**src/rtl/tile_scheduler.sv**
```systemverilog
// tile_scheduler: sequences overlapping n x n tiles from the input control unit to the engine.
// Define TILE_SCHEDULER_PERF_EN to build the engine back-pressure cycle counter.
module tile_scheduler #(
    parameter int M = 3,
    parameter int W = 512,
    parameter int H = 512,
    parameter int n = 4
) (
    input  logic                  i_clk,
    input  logic                  i_rst,
    input  logic                  i_start,
    input  logic                  i_tile_valid,
    input  logic [M*n*n*8-1:0]    i_tile_data,
    input  logic                  i_engine_ready,
    input  logic                  i_engine_idle,
    output logic                  o_tile_valid,
    output logic [M*n*n*8-1:0]    o_tile_data,
    output logic [15:0]           o_tile_col,
    output logic [15:0]           o_tile_row,
    output logic                  o_last,
    output logic                  o_proc_finish,
    output logic                  o_busy,
    output logic                  o_overflow,
    output logic [31:0]           o_stall_cycles
);
    localparam int S = n - 2;
    localparam int TILES_X = (W - n) / S + 1;
    localparam int TILES_Y = (H - n) / S + 1;
    localparam logic [15:0] LX = 16'(TILES_X - 1);
    localparam logic [15:0] LY = 16'(TILES_Y - 1);

    typedef enum logic [1:0] {IDLE, RUN, FLUSH, DONE} state_t;
    state_t state, state_nx;
    logic full, overflow, xfer, start_ok, cap;
    logic [M*n*n*8-1:0] data;
    logic [15:0] col, row;

    assign xfer = full && i_engine_ready;
    assign start_ok = state == IDLE && i_start;
    assign o_last = full && col == LX && row == LY;
    // a tile arriving alongside the frame's final transfer belongs to no frame
    assign cap = state == RUN && i_tile_valid && (!full || xfer) && !(xfer && o_last);
    assign o_tile_valid = full;
    assign o_tile_data = data;
    assign o_tile_col = col;
    assign o_tile_row = row;
    assign o_overflow = overflow;
    assign o_proc_finish = state == DONE;
    assign o_busy = state == RUN || state == FLUSH;

    always_comb begin
        state_nx = state;
        state_nx = state == IDLE  ? (i_start ? RUN : IDLE) :
                   state == RUN   ? (xfer && o_last ? FLUSH : RUN) :
                   state == FLUSH ? (i_engine_idle ? DONE : FLUSH) : IDLE;
    end

    always_ff @(posedge i_clk) begin
        if (i_rst) state <= IDLE;
        else state <= state_nx;
    end

    always_ff @(posedge i_clk) begin
        if (i_rst || start_ok) begin
            full <= 1'b0;
            data <= '0;
            col <= '0;
            row <= '0;
            overflow <= 1'b0;
        end else begin
            if (cap) begin
                full <= 1'b1;
                data <= i_tile_data;
            end else if (xfer) begin
                full <= 1'b0;
            end
            if (state == RUN && i_tile_valid && full && !xfer) overflow <= 1'b1;
            if (xfer) begin
                col <= col == LX ? '0 : col + 16'd1;
                row <= col == LX ? (row == LY ? '0 : row + 16'd1) : row;
            end
        end
    end

`ifdef TILE_SCHEDULER_PERF_EN
    logic [31:0] stall;
    always_ff @(posedge i_clk) begin
        if (i_rst || start_ok) stall <= '0;
        else if (full && !i_engine_ready && stall != 32'hFFFF_FFFF) stall <= stall + 32'd1;
    end
    assign o_stall_cycles = stall;
`else
    assign o_stall_cycles = '0;
`endif
endmodule
```
**config.mk**
```make
export PLATFORM = sky130hd
export DESIGN_NAME = tile_scheduler
export DESIGN_NICKNAME = d
export VERILOG_FILES = /design/src/rtl/tile_scheduler.sv
export SDC_FILE = /design/constraint.sdc
export NUM_CORES = 1
export LEC_CHECK = 0
export CAP_MARGIN = 10
export CORE_AREA = 4 4 327 329
export DETAILED_ROUTE_END_ITERATION = 10
export DIE_AREA = 0 0 331 333
export SLEW_MARGIN = 20
export SYNTH_ARGS = -nofsm -noshare
export SYNTH_HDL_FRONTEND = slang
export SYNTH_SLANG_ARGS = --single-unit
```
**constraint.sdc**
```tcl
create_clock -name i_clk -period 2.28 [get_ports i_clk]
set_input_delay 0.456 -clock i_clk [delete_from_list [all_inputs] [get_ports i_clk]]
set_output_delay 0.456 -clock i_clk [all_outputs]
set_load 0.05 [all_outputs]
```
==> reports/metrics.sh <==
VIAS=15645
AREA.GROWTH.SYNTH_TO_FINAL_PCT=68.8
YS.WARNINGS.COUNT=0
SYNTH-SEQ-AREA-SHARE_PCT=49.1
BUFFER_PORTS.INSERTED=810
PLACEMENTROWS=118
POST_SYNTHESIS_CELL_TYPE_COUNT=40
GLOBALROUTETOTALUTIL_PCT=11.5
DRT_ITER0_DRC=585
DIE_WIDTH_UM=331
SETUP.WORST_PATH.START='o_tile_col[0]'
ANTENNA_LEFT=0
FIN_CRIT_SH_PCT=107
FIRSTDRTPASSITERS=6
IO_COUNT=843
SYN-CELL-AREA_UM2=17100
PATH_MAX_FANOUT=2
TIMING.CRITICAL_PATH.CELLS='inv_2 > ha_4 > nor4b_4 > nand4_1 > nor4_4 > buf_12'
POST_DRT_WL_PER_CELL_UM=16.2
CLK_PIN_SLEW_WORST_PATHS_NS=0.06
FLOORPLAN.DIE.HEIGHT_UM=333
FINALMAXSLEWVIOLATIONS=0
TOTAL_POWER_mW=18.8
TIMING_HOLD_VIOLATIONS_FINAL=0
DP.FINAL_HPWL_MM=53.2
FIN_TNS_SETUP_NS=-0.160
WORST_EP_REQUIRED_TIME_NS=1.82
CTS.HTREE.LEVELS=2
SYNTHFLOPTYPE='sky130_fd_sc_hd__dfxtp_1'
SETUP_VIOL_COUNT_FINAL=1
PERIOD_MINUS_SLACK_NS=2.44
CP_SLOWEST_STAGE_DELAY_NS=0.32
POSTSYNTHAREAPERCELL_UM2=8.94
POST-ROUTE-DRC-COUNT=0
GRT_MAX_DEGREE=50
GP_CONGESTION=0.831
POWER.DENSITY_CELL_AREA_nW_PER_UM2=651
GLOBALROUTEOVERFLOWTOTAL=0
WIRELENGTH_MM=67.8
POSTSYNTH.ASYNCRESETSHARE_PCT=0
DESIGN.FINAL.NETS=3152
CORE_UM2=103000
NUMCLOCKSINKS=420
GLOBAL_ROUTE_WIRE_LENGTH_BEFORE_REPAIR_MM=97.0
YS_SEQ_ELEMENTS=420
POST_SYNTH_INST_COUNT=1914
GRT_PASS1_VIAS=15466
CLOCK-ROOT-BUFFER='sky130_fd_sc_hd__clkbuf_16'
HOLD_PATH_STARTPOINT='i_tile_data[9]'
WORST_HOLD_CLASS='input pin to register'
FILLERINSTANCES=11062
TIMING.CRITICAL_PATH.SLOWEST_STAGE_CELL='sky130_fd_sc_hd__dfxtp_2'
ROUTE.DETAILED.VIAS_PER_INST=3.75
DIEAREA_UM2=110000
PATH_CLASS='register to primary output'
CLOCK_TREE.BUFFER_DEPTH=3
TIMING.CLOCK.SKEW_NS=0.0250
WORST_IR_DROP_VDD_mV=0.561
CRITICAL_PATH_ARRIVAL_NS=1.98
CLKLATENCYLATEPIN_NS=0.61
GRT_ANTENNA_BEFORE_REPAIR=12
START_UTIL_PCT=16.5
HOLDWS_NS=0.398
FINAL_LAYOUT_SIZE_SUFFIX_GT1_SHARE_PCT=8.56
FAILED_CHECKS='negative setup slack'
MAX_FREQ_MHz=410
MAXCAPVIOLCOUNT=0
STATUS='finished, violations left'
SYNTH_ENABLE_FLOP_CELLS=0
TIMING.FINAL.WS_SETUP_NS=-0.160
CP-END-KIND='primary output'
CTS_MADE_BUFFERS=50
TRITONCTS='built'
TRANSITION_TIME_AT_THE_PIN_WITH_THE_LEAST_SLEW_MARGIN_NS=0.612
FINALCOREUTILIZATION_PCT=27.9
R2R_START='o_tile_col[0]'
GRT_SETUP_UNREPAIRED='true'
LEAKAGE_nW=12.4
CRIT_PATH_START_KIND='register'
SLEW_HEADROOM_PCT=59.3
## metal layers
metal,GRT usage (%),wire (µm)
met1,13.0,26700
met2,19.7,32500
met3,4.52,6600
met4,3.56,1780
met5,0,132
## worst paths after layout
path,cells after the start,end,slack (ns)
setup reg to reg,8,o_tile_row[15],0.13
hold / removal,3,o_tile_data[9],0.40
setup / recovery,6,o_last,-0.16
hold reg to reg,2,o_tile_data[98],0.45
## registers in the layout, summed over array words and instances (netlist names)
signal        cells
o_tile_row       16
state             2
o_tile_data     384
o_tile_col       16
o_overflow        1
o_tile_valid      1
## cell usage in the layout, fill, tap and decap left out, types with 2 or more instances in the layout
cell                              instances
sky130_fd_sc_hd__a21oi_1                  8
sky130_fd_sc_hd__and2_1                   3
sky130_fd_sc_hd__and3_1                   2
sky130_fd_sc_hd__and4_4                   2
sky130_fd_sc_hd__buf_12                  29
sky130_fd_sc_hd__buf_4                  105
sky130_fd_sc_hd__bufinv_16                5
sky130_fd_sc_hd__clkbuf_1                11
sky130_fd_sc_hd__clkbuf_16               50
sky130_fd_sc_hd__clkbuf_8                 9
sky130_fd_sc_hd__clkdlybuf4s50_1        478
sky130_fd_sc_hd__clkinv_2                10
sky130_fd_sc_hd__conb_1                  32
sky130_fd_sc_hd__dfxtp_1                410
sky130_fd_sc_hd__dfxtp_2                  8
sky130_fd_sc_hd__dfxtp_4                  2
sky130_fd_sc_hd__diode_2                  2
sky130_fd_sc_hd__dlygate4sd2_1          257
sky130_fd_sc_hd__dlymetal6s2s_1          52
sky130_fd_sc_hd__ha_1                     7
sky130_fd_sc_hd__inv_1                    9
sky130_fd_sc_hd__inv_6                    3
sky130_fd_sc_hd__mux2i_1                384
sky130_fd_sc_hd__nand2_1                787
sky130_fd_sc_hd__nand2b_1                 2
sky130_fd_sc_hd__nand3_1                  6
sky130_fd_sc_hd__nand4_1                  9
sky130_fd_sc_hd__nor2_1                  35
sky130_fd_sc_hd__nor3_1                  12
sky130_fd_sc_hd__nor4_1                   5
sky130_fd_sc_hd__nor4_4                   2
sky130_fd_sc_hd__o21ai_0                  4
sky130_fd_sc_hd__or3_1                    5
sky130_fd_sc_hd__xnor2_1                 20
sky130_fd_sc_hd__xor2_1                   6
## through the flow
step / setup WS (ns) / cell area [µm²] / cells
2_1_floorplan: -0.0314 / 17300 / 1945
3_3_place_gp: -0.138 / 27300 / 4079
3_5_place_dp: -0.114 / 27300 / 4079
4_1_cts: -0.246 / 28800 / 4173
5_1_grt: -0.291 / 28900 / 4175
6_report: -0.160 / 28900 / 4175
## final cells by class
type / instances / area (µm²) / share of cell area (%)
timing repair buffer: 922 / 9070 / 31.4
sequential: 420 / 8430 / 29.2
multi-input combinational: 1350 / 7960 / 27.6
tap: 1380 / 1730 / 5.97
clock buffer: 70 / 1420 / 4.90
clock inverter: 21 / 259 / 0.896
inverter: 10 / 37.5 / 0.130
antenna: 2 / 5.00 / 0.0173
## cells in the mapped netlist, types with 2 or more instances
cell type,number,area (µm²)
sky130_fd_sc_hd__a21oi_1,9,45.0
sky130_fd_sc_hd__and4_1,2,17.5
sky130_fd_sc_hd__nand3_1,6,30.0
sky130_fd_sc_hd__nand4_1,9,56.3
sky130_fd_sc_hd__o21ai_0,4,20.0
sky130_fd_sc_hd__nor2_1,35,131
sky130_fd_sc_hd__xnor2_1,20,175
sky130_fd_sc_hd__or3_1,5,31.3
sky130_fd_sc_hd__nor3_1,13,65.1
sky130_fd_sc_hd__clkbuf_1,89,334
sky130_fd_sc_hd__mux2i_1,384,3840
sky130_fd_sc_hd__buf_4,51,383
sky130_fd_sc_hd__ha_1,8,100
sky130_fd_sc_hd__and2_1,3,18.8
sky130_fd_sc_hd__nand2b_1,2,12.5
sky130_fd_sc_hd__inv_1,10,37.5
sky130_fd_sc_hd__xor2_1,6,52.6
sky130_fd_sc_hd__nand2_1,787,2950
sky130_fd_sc_hd__buf_6,10,113
sky130_fd_sc_hd__nor4_1,7,43.8
sky130_fd_sc_hd__dfxtp_1,420,8410
sky130_fd_sc_hd__buf_2,15,75.1
sky130_fd_sc_hd__and3_1,2,12.5
## power by group
part | switching [mW] | total, mW | internal (mW)
registers | 0.0889 | 7.60 | 7.51
clock network | 3.37 | 8.28 | 4.90
logic | 1.66 | 2.93 | 1.27
total | 5.12 | 18.8 | 13.7
## cell families (layout without fill, tap and decap cells)
logic type | Yosys count | after routing | share of synthesized area (%)
AO/OA/AOI/OAI | 17 | 17 | 0.570
XOR/XNOR | 26 | 26 | 1.33
adder cells (fa/ha/maj) | 8 | 8 | 0.585
buffers and inverters | 175 | 1023 | 5.50
flip-flops | 420 | 420 | 49.1
multiplexers | 384 | 384 | 22.5
other | 1 | 34 | 0.0219
AND/OR/NAND/NOR | 883 | 883 | 20.4
## worst max-delay path: cells and delay by family (launching register included)
| kind | cells | cell delay, ns |
|---|---|---|
| DFF | 1 | 0.32 |
| and+or+nand+nor | 3 | 0.70 |
| adders and majority gates | 1 | 0.12 |
| buffers and inverters | 2 | 0.24 |
## repair_timing
action | 4_1_cts | 5_1_grt
pin swaps | 6 | 1
setup buffers | 3 | 0
setup endpoints to repair | 258 | 228
hold buffers | 0 | 0
resized for setup | 276 | 53
No activity file was read; power rests on OpenSTA's default activity.
